<file path="src/rtl/wb_pipe_stage.sv">
// Registered Wishbone pipeline stage with a one-entry skid buffer (IDLE/OUT/FULL).
// Optional macro WB_PIPE_STAGE_RETURN_REG_EN registers the ack/err/data return path.
module wb_pipe_stage #(
  parameter int AW = 30,
  parameter int DW = 32
) (
  input  logic            i_clk,
  input  logic            i_reset,
  input  logic            i_wb_gbl_cyc,
  input  logic            i_wb_lcl_cyc,
  input  logic            i_wb_gbl_stb,
  input  logic            i_wb_lcl_stb,
  input  logic            i_wb_we,
  input  logic [AW-1:0]   i_wb_addr,
  input  logic [DW-1:0]   i_wb_data,
  input  logic [DW/8-1:0] i_wb_sel,
  output logic            o_wb_stall,
  output logic            o_wb_ack,
  output logic [DW-1:0]   o_wb_data,
  output logic            o_wb_err,
  output logic            o_dly_gbl_cyc,
  output logic            o_dly_lcl_cyc,
  output logic            o_dly_gbl_stb,
  output logic            o_dly_lcl_stb,
  output logic            o_dly_we,
  output logic [AW-1:0]   o_dly_addr,
  output logic [DW-1:0]   o_dly_data,
  output logic [DW/8-1:0] o_dly_sel,
  input  logic            i_dly_stall,
  input  logic            i_dly_ack,
  input  logic [DW-1:0]   i_dly_data,
  input  logic            i_dly_err,
  output logic [1:0]      o_dbg_state
);

  localparam int SW = DW / 8;

  typedef enum logic [1:0] {
    ST_IDLE = 2'd0,
    ST_OUT  = 2'd1,
    ST_FULL = 2'd2
  } state_e;

  state_e state_q, state_d;
  logic   gbl_cyc_q, gbl_cyc_d, lcl_cyc_q, lcl_cyc_d;

  logic          out_gbl_q, out_we_q;
  logic [AW-1:0] out_addr_q;
  logic [DW-1:0] out_data_q;
  logic [SW-1:0] out_sel_q;
  logic          skid_gbl_q, skid_we_q;
  logic [AW-1:0] skid_addr_q;
  logic [DW-1:0] skid_data_q;
  logic [SW-1:0] skid_sel_q;

  logic up_cyc, dly_cyc, out_valid, up_acc, dn_acc, abort, err_evt;
  logic load_in, load_from_skid, load_skid;
  logic ack_raw, err_raw;

  // Handshake: a request moves on a side whenever its stb is high and that side's stall is low.
  assign up_cyc    = i_wb_gbl_cyc | i_wb_lcl_cyc;
  assign dly_cyc   = gbl_cyc_q | lcl_cyc_q;
  assign out_valid = (state_q != ST_IDLE);
  assign up_acc    = (i_wb_gbl_stb | i_wb_lcl_stb) & ~o_wb_stall;
  assign dn_acc    = out_valid & ~i_dly_stall;
  assign abort     = ~up_cyc;
  assign err_evt   = i_dly_err & dly_cyc;

  always_comb begin
    state_d        = state_q;
    load_in        = 1'b0;
    load_from_skid = 1'b0;
    load_skid      = 1'b0;
    if (abort || err_evt) begin
      state_d = ST_IDLE;
    end else begin
      case (state_q)
        ST_IDLE: begin
          if (up_acc) begin
            state_d = ST_OUT;
            load_in = 1'b1;
          end
        end
        ST_OUT: begin
          if (dn_acc && up_acc) begin
            load_in = 1'b1;
          end else if (dn_acc) begin
            state_d = ST_IDLE;
          end else if (up_acc) begin
            state_d   = ST_FULL;
            load_skid = 1'b1;
          end
        end
        ST_FULL: begin
          if (dn_acc) begin
            state_d        = ST_OUT;
            load_from_skid = 1'b1;
          end
        end
        default: state_d = ST_IDLE;
      endcase
    end
  end

  // A downstream cyc only rises alongside a strobe; it falls after an upstream drop or an error.
  assign gbl_cyc_d = ~err_evt & i_wb_gbl_cyc & (gbl_cyc_q | i_wb_gbl_stb);
  assign lcl_cyc_d = ~err_evt & i_wb_lcl_cyc & (lcl_cyc_q | i_wb_lcl_stb);

  always_ff @(posedge i_clk) begin
    if (i_reset) begin
      state_q   <= ST_IDLE;
      gbl_cyc_q <= 1'b0;
      lcl_cyc_q <= 1'b0;
    end else begin
      state_q   <= state_d;
      gbl_cyc_q <= gbl_cyc_d;
      lcl_cyc_q <= lcl_cyc_d;
    end
  end

  always_ff @(posedge i_clk) begin
    if (load_in) begin
      out_gbl_q  <= i_wb_gbl_stb;
      out_we_q   <= i_wb_we;
      out_addr_q <= i_wb_addr;
      out_data_q <= i_wb_data;
      out_sel_q  <= i_wb_sel;
    end else if (load_from_skid) begin
      out_gbl_q  <= skid_gbl_q;
      out_we_q   <= skid_we_q;
      out_addr_q <= skid_addr_q;
      out_data_q <= skid_data_q;
      out_sel_q  <= skid_sel_q;
    end
    if (load_skid) begin
      skid_gbl_q  <= i_wb_gbl_stb;
      skid_we_q   <= i_wb_we;
      skid_addr_q <= i_wb_addr;
      skid_data_q <= i_wb_data;
      skid_sel_q  <= i_wb_sel;
    end
  end

  assign o_wb_stall    = (state_q == ST_FULL);
  assign o_dly_gbl_cyc = gbl_cyc_q;
  assign o_dly_lcl_cyc = lcl_cyc_q;
  assign o_dly_gbl_stb = out_valid & out_gbl_q;
  assign o_dly_lcl_stb = out_valid & ~out_gbl_q;
  assign o_dly_we      = out_we_q;
  assign o_dly_addr    = out_addr_q;
  assign o_dly_data    = out_data_q;
  assign o_dly_sel     = out_sel_q;
  assign o_dbg_state   = state_q;

  // Responses only pass while both sides hold cyc; an ack alongside an err is dropped.
  assign ack_raw = i_dly_ack & ~i_dly_err & dly_cyc & up_cyc;
  assign err_raw = i_dly_err & dly_cyc & up_cyc;

`ifdef WB_PIPE_STAGE_RETURN_REG_EN
  logic          ack_q, err_q;
  logic [DW-1:0] rdata_q;

  always_ff @(posedge i_clk) begin
    if (i_reset) begin
      ack_q <= 1'b0;
      err_q <= 1'b0;
    end else begin
      ack_q <= ack_raw;
      err_q <= err_raw;
    end
  end

  always_ff @(posedge i_clk) begin
    rdata_q <= i_dly_data;
  end

  assign o_wb_ack  = ack_q & up_cyc;
  assign o_wb_err  = err_q & up_cyc;
  assign o_wb_data = rdata_q;
`else
  assign o_wb_ack  = ack_raw;
  assign o_wb_err  = err_raw;
  assign o_wb_data = i_dly_data;
`endif

endmodule

</file>
<file path="config.mk">
export PLATFORM = sky130hd
export DESIGN_NAME = wb_pipe_stage
export DESIGN_NICKNAME = d
export VERILOG_FILES = /design/src/rtl/wb_pipe_stage.sv
export SDC_FILE = /design/constraint.sdc
export NUM_CORES = 1
export LEC_CHECK = 0
export ABC_CLOCK_PERIOD_IN_PS = 14840
export CAP_MARGIN = 40
export CELL_PAD_IN_SITES_DETAIL_PLACEMENT = 0
export CELL_PAD_IN_SITES_GLOBAL_PLACEMENT = 1
export CORE_UTILIZATION = 38
export CTS_CLUSTER_DIAMETER = 30
export DETAILED_ROUTE_END_ITERATION = 16
export PLACE_DENSITY = 0.82
export SYNTH_ARGS = -nofsm -noshare
export SYNTH_HDL_FRONTEND = slang
export SYNTH_SLANG_ARGS = --single-unit
</file>
<file path="constraint.sdc">
create_clock -name i_clk -period 14.84 [get_ports i_clk]
set_clock_uncertainty 0.2 [all_clocks]
set_input_delay 2.226 -clock i_clk [delete_from_list [all_inputs] [get_ports i_clk]]
set_output_delay 2.226 -clock i_clk [all_outputs]
set_load 0.1 [all_outputs]
</file>
==> qor.yml <==
yosys:
  yosysSeqAreaShare_pct: 75.74
  netlist.area_leader.share_pct: 74.28
  yosysTopAreaCell: "edfxtp_1"
  syn_area_per_cell_um2: 19.85
  synth_area_mm2: 0.005498
  syn_nets: 385
  ys_ff_latch: 140
  synthTopCellsByArea: "edfxtp_1 74%, mux2_2 9.8%, mux2_4 5.5%"
  yosysUniqueCellTypes: 25
  yosys_warnings: 0
  syn_inst: 277
placed_design:
  io_buffers: 151
  dp_hpwl_mm: 8.088
  dpl_cell_area_mm2: 0.008393
  gp_congestion: 0.7317
  dp_slack_ps: 8483
clocking:
  cts-resized-gates: 0
  clock-root-buffer: "clkbuf_16"
  clockBufferDepth: 2
  worst_skew_pair.late_latency_ps: 400
  cts_buffers: 17
  hold_buffers: 0
  clk_pin_slew_ps: 50
  clkSinkCount: 140
  cts_setup_buffers: 0
  htreeDepth: 4
  cts_tree: "yes"
finish:
  fin_nets: 598
  antenna_cells: 0
  utilization_pct: 64.22
  area_growth_pct: 63.40
  fillCellCount: 975
  drive_above_1_share_pct: 35.66
  fin_area_mm2: 0.008984
setup_path:
  r2r-start: "o_dly_lcl_cyc"
  cp_slowest_cell: "clkdlybuf4s50_1"
  critPathMostFrequentCell: "clkdlybuf4s50_1"
  cp_max_fo: 4
  cp.required_ps: 12410
  path_buf_inv: 3
  slowest_delay_ps: 570
  critical_path_class: "in2out"
  start_kind: "input port"
  path_cells: "clkdlybuf4s50_1 > o22ai_1 > nor3b_1 > clkdlybuf4s50_1 > buf_8"
  cp.arrival_ps: 3950
  end_kind: "output pin"
  critPathLaunch: "i_wb_gbl_cyc"
  crit_family: "buffers and inverters"
  r2r_slack_ps: 12490
  worstRegToRegCells: 5
  worstReg2RegEnd: "o_dly_data[14]"
pwr:
  p_clk_share_pct: 33.6
  switching_share_pct: 29.14
  p_sw_uw: 367.9
  p_per_area_mw_per_mm2: 140.5
  seqPwrFrac_pct: 37.8
  p_leak_nw: 3.313
  pwr-share-comb_pct: 28.6
  p_int_uw: 894.5
  vdd_drop_max_uv: 92.85
status:
  outcome: "finished, final reports clean"
global_route:
  grt_max_degree: 65
  overflow: 0
  grtUsageTotal_pct: 16.52
  first_global_vias: 3485
  grt_pass1_wl_mm: 18.08
  antenna_found_initial: 0
floorplan:
  die_w_um: 122.3
  coreArea_mm2: 0.01399
  initial_core_util_pct: 39.30
  pin_count: 216
  row_count: 43
  die_y_um: 122.3
  die-area_mm2: 0.01495
drt:
  drc: 0
  wl_mm: 11.65
  drt_iter0_markers: 137
  vias_per_cell: 4.619
  first_pass_iters: 4
  antenna_left: 0
  vias: 3150
  wl_per_cell_um: 17.08
min_path:
  min_path_type: "reg2reg"
  min_path_cells: 1
  hp-start: "skid_addr_q[24]"
  hold_end: "o_dly_addr[24]"
sta:
  finalHoldWorstSlack_ps: 339.7
  rsz0062_at_grt: "false"
  setup_ws_ps: 8464
  tightest_slew_ps: 799.5
  setup_violations: 0
  max_freq_ghz: 0.1568
  drv_slew: 0
  tns_ps: 0
  hold_viol: 0
  finalCritPeriodShare_pct: 42.97
  fin_crit_ps: 6376
  maxSlewHeadroom_pct: 46.14
job:
  cap_viol_max_count: 0
==> routing by layer <==
metal  global-route usage (%)  vias to the layer above  share of wire, %
li1                         -                     1466                 -
met1                    18.74                     1525                40
met2                    28.34                      121                51
met3                    6.041                       38               6.6
met4                    6.250                        0               2.0
met5                        0                        -                 0
==> through the flow <==
step                power [mW]  std cells
floorplan               0.7304        277
global placement        0.7584        572
detailed placement      0.8473        651
CTS                      1.276        682
global route             1.303        682
finish                   1.262        682
==> cell usage in the layout, fill, tap and decap left out, types with 2 or more instances in the layout <==
cell type        count
nor2_1               6
mux2_4              20
a211o_1              2
buf_8               60
bufinv_16            4
o21ai_0              3
buf_16              18
clkbuf_1             6
inv_1                2
dfxtp_1              4
clkbuf_16           17
buf_4                3
clkinv_2             2
edfxtp_1           136
clkdlybuf4s50_1    151
nor2b_1              2
mux2_2              48
==> worst reg2reg max path, stage by stage (launching register included) <==
cell	delay (ps)
dfxtp_1	340
o21ai_2	240
o21ai_0	340
nor2_4	190
buf_4	420
buf_12	280
==> cells by family (layout without fill, tap and decap cells) <==
group | after synthesis | count (layout) | synth area share [%]
buffers and inverters | 41 | 266 | 5.485
multiplexers | 68 | 68 | 15.29
flip-flops | 140 | 140 | 75.74
AND/OR/NAND/NOR | 15 | 15 | 1.343
AO/OA/AOI/OAI | 13 | 13 | 2.140
==> layout make-up <==
cell class | instances | area, µm² | share of cell area (%)
multi-input cells | 96 | 1046 | 11.64
clock buffers | 23 | 447.9 | 4.986
repair buffers | 233 | 2950 | 32.84
inverters | 2 | 7.507 | 0.08357
flip-flops and latches | 140 | 4164 | 46.35
well taps | 180 | 225.2 | 2.507
clock inverters | 8 | 142.6 | 1.588
==> synth_stat cells <==
| cell | instances |
|---|---|
| edfxtp_1 | 136 |
| mux2_2 | 48 |
| buf_4 | 32 |
| mux2_4 | 20 |
| nor2_1 | 7 |
| buf_2 | 4 |
| dfxtp_1 | 4 |
| buf_6 | 3 |
| o21ai_0 | 3 |
| a211o_1 | 2 |
| inv_1 | 2 |
| nor2b_1 | 2 |
| nor4_1 | 2 |
| a211oi_1 | 1 |
| a21oi_1 | 1 |
| a22oi_1 | 1 |
| nand2_1 | 1 |
| nand2b_1 | 1 |
| nor3_1 | 1 |
| nor3b_1 | 1 |
| o2111ai_4 | 1 |
| o21a_1 | 1 |
| o21ai_2 | 1 |
| o21ba_4 | 1 |
| o22ai_1 | 1 |
==> power by group through the flow <==
| stage | logic (mW) | registers (mW) | clock network [mW] |
|---|---|---|---|
| final | 0.361 | 0.477 | 0.425 |
| after global routing | 0.372 | 0.479 | 0.451 |
| after CTS | 0.364 | 0.477 | 0.435 |
| after detailed placement | 0.362 | 0.485 | 0 |
| after global placement | 0.274 | 0.485 | 0 |
| after floorplan | 0.0950 | 0.635 | 0 |
==> state kept, by name, indices dropped and copies added (netlist names), 2 cells and up <==
signal,cells
o_dbg_state,2
o_dly_addr,30
o_dly_data,32
o_dly_sel,4
skid_addr_q,30
skid_data_q,32
skid_sel_q,4
==> worst max path at each step <==
| stage | depth (start not counted) | to | slack (ps) |
|---|---|---|---|
| floorplan | 3 | skid_addr_q[0] | 4890 |
| global placement | 4 | o_wb_ack | 8170 |
| detailed placement | 5 | o_wb_ack | 8480 |
| CTS | 5 | o_wb_ack | 8470 |
| global route | 5 | o_wb_ack | 8450 |
| finish | 5 | o_wb_ack | 8460 |
Note: power is estimated with default switching activity, not from simulation.
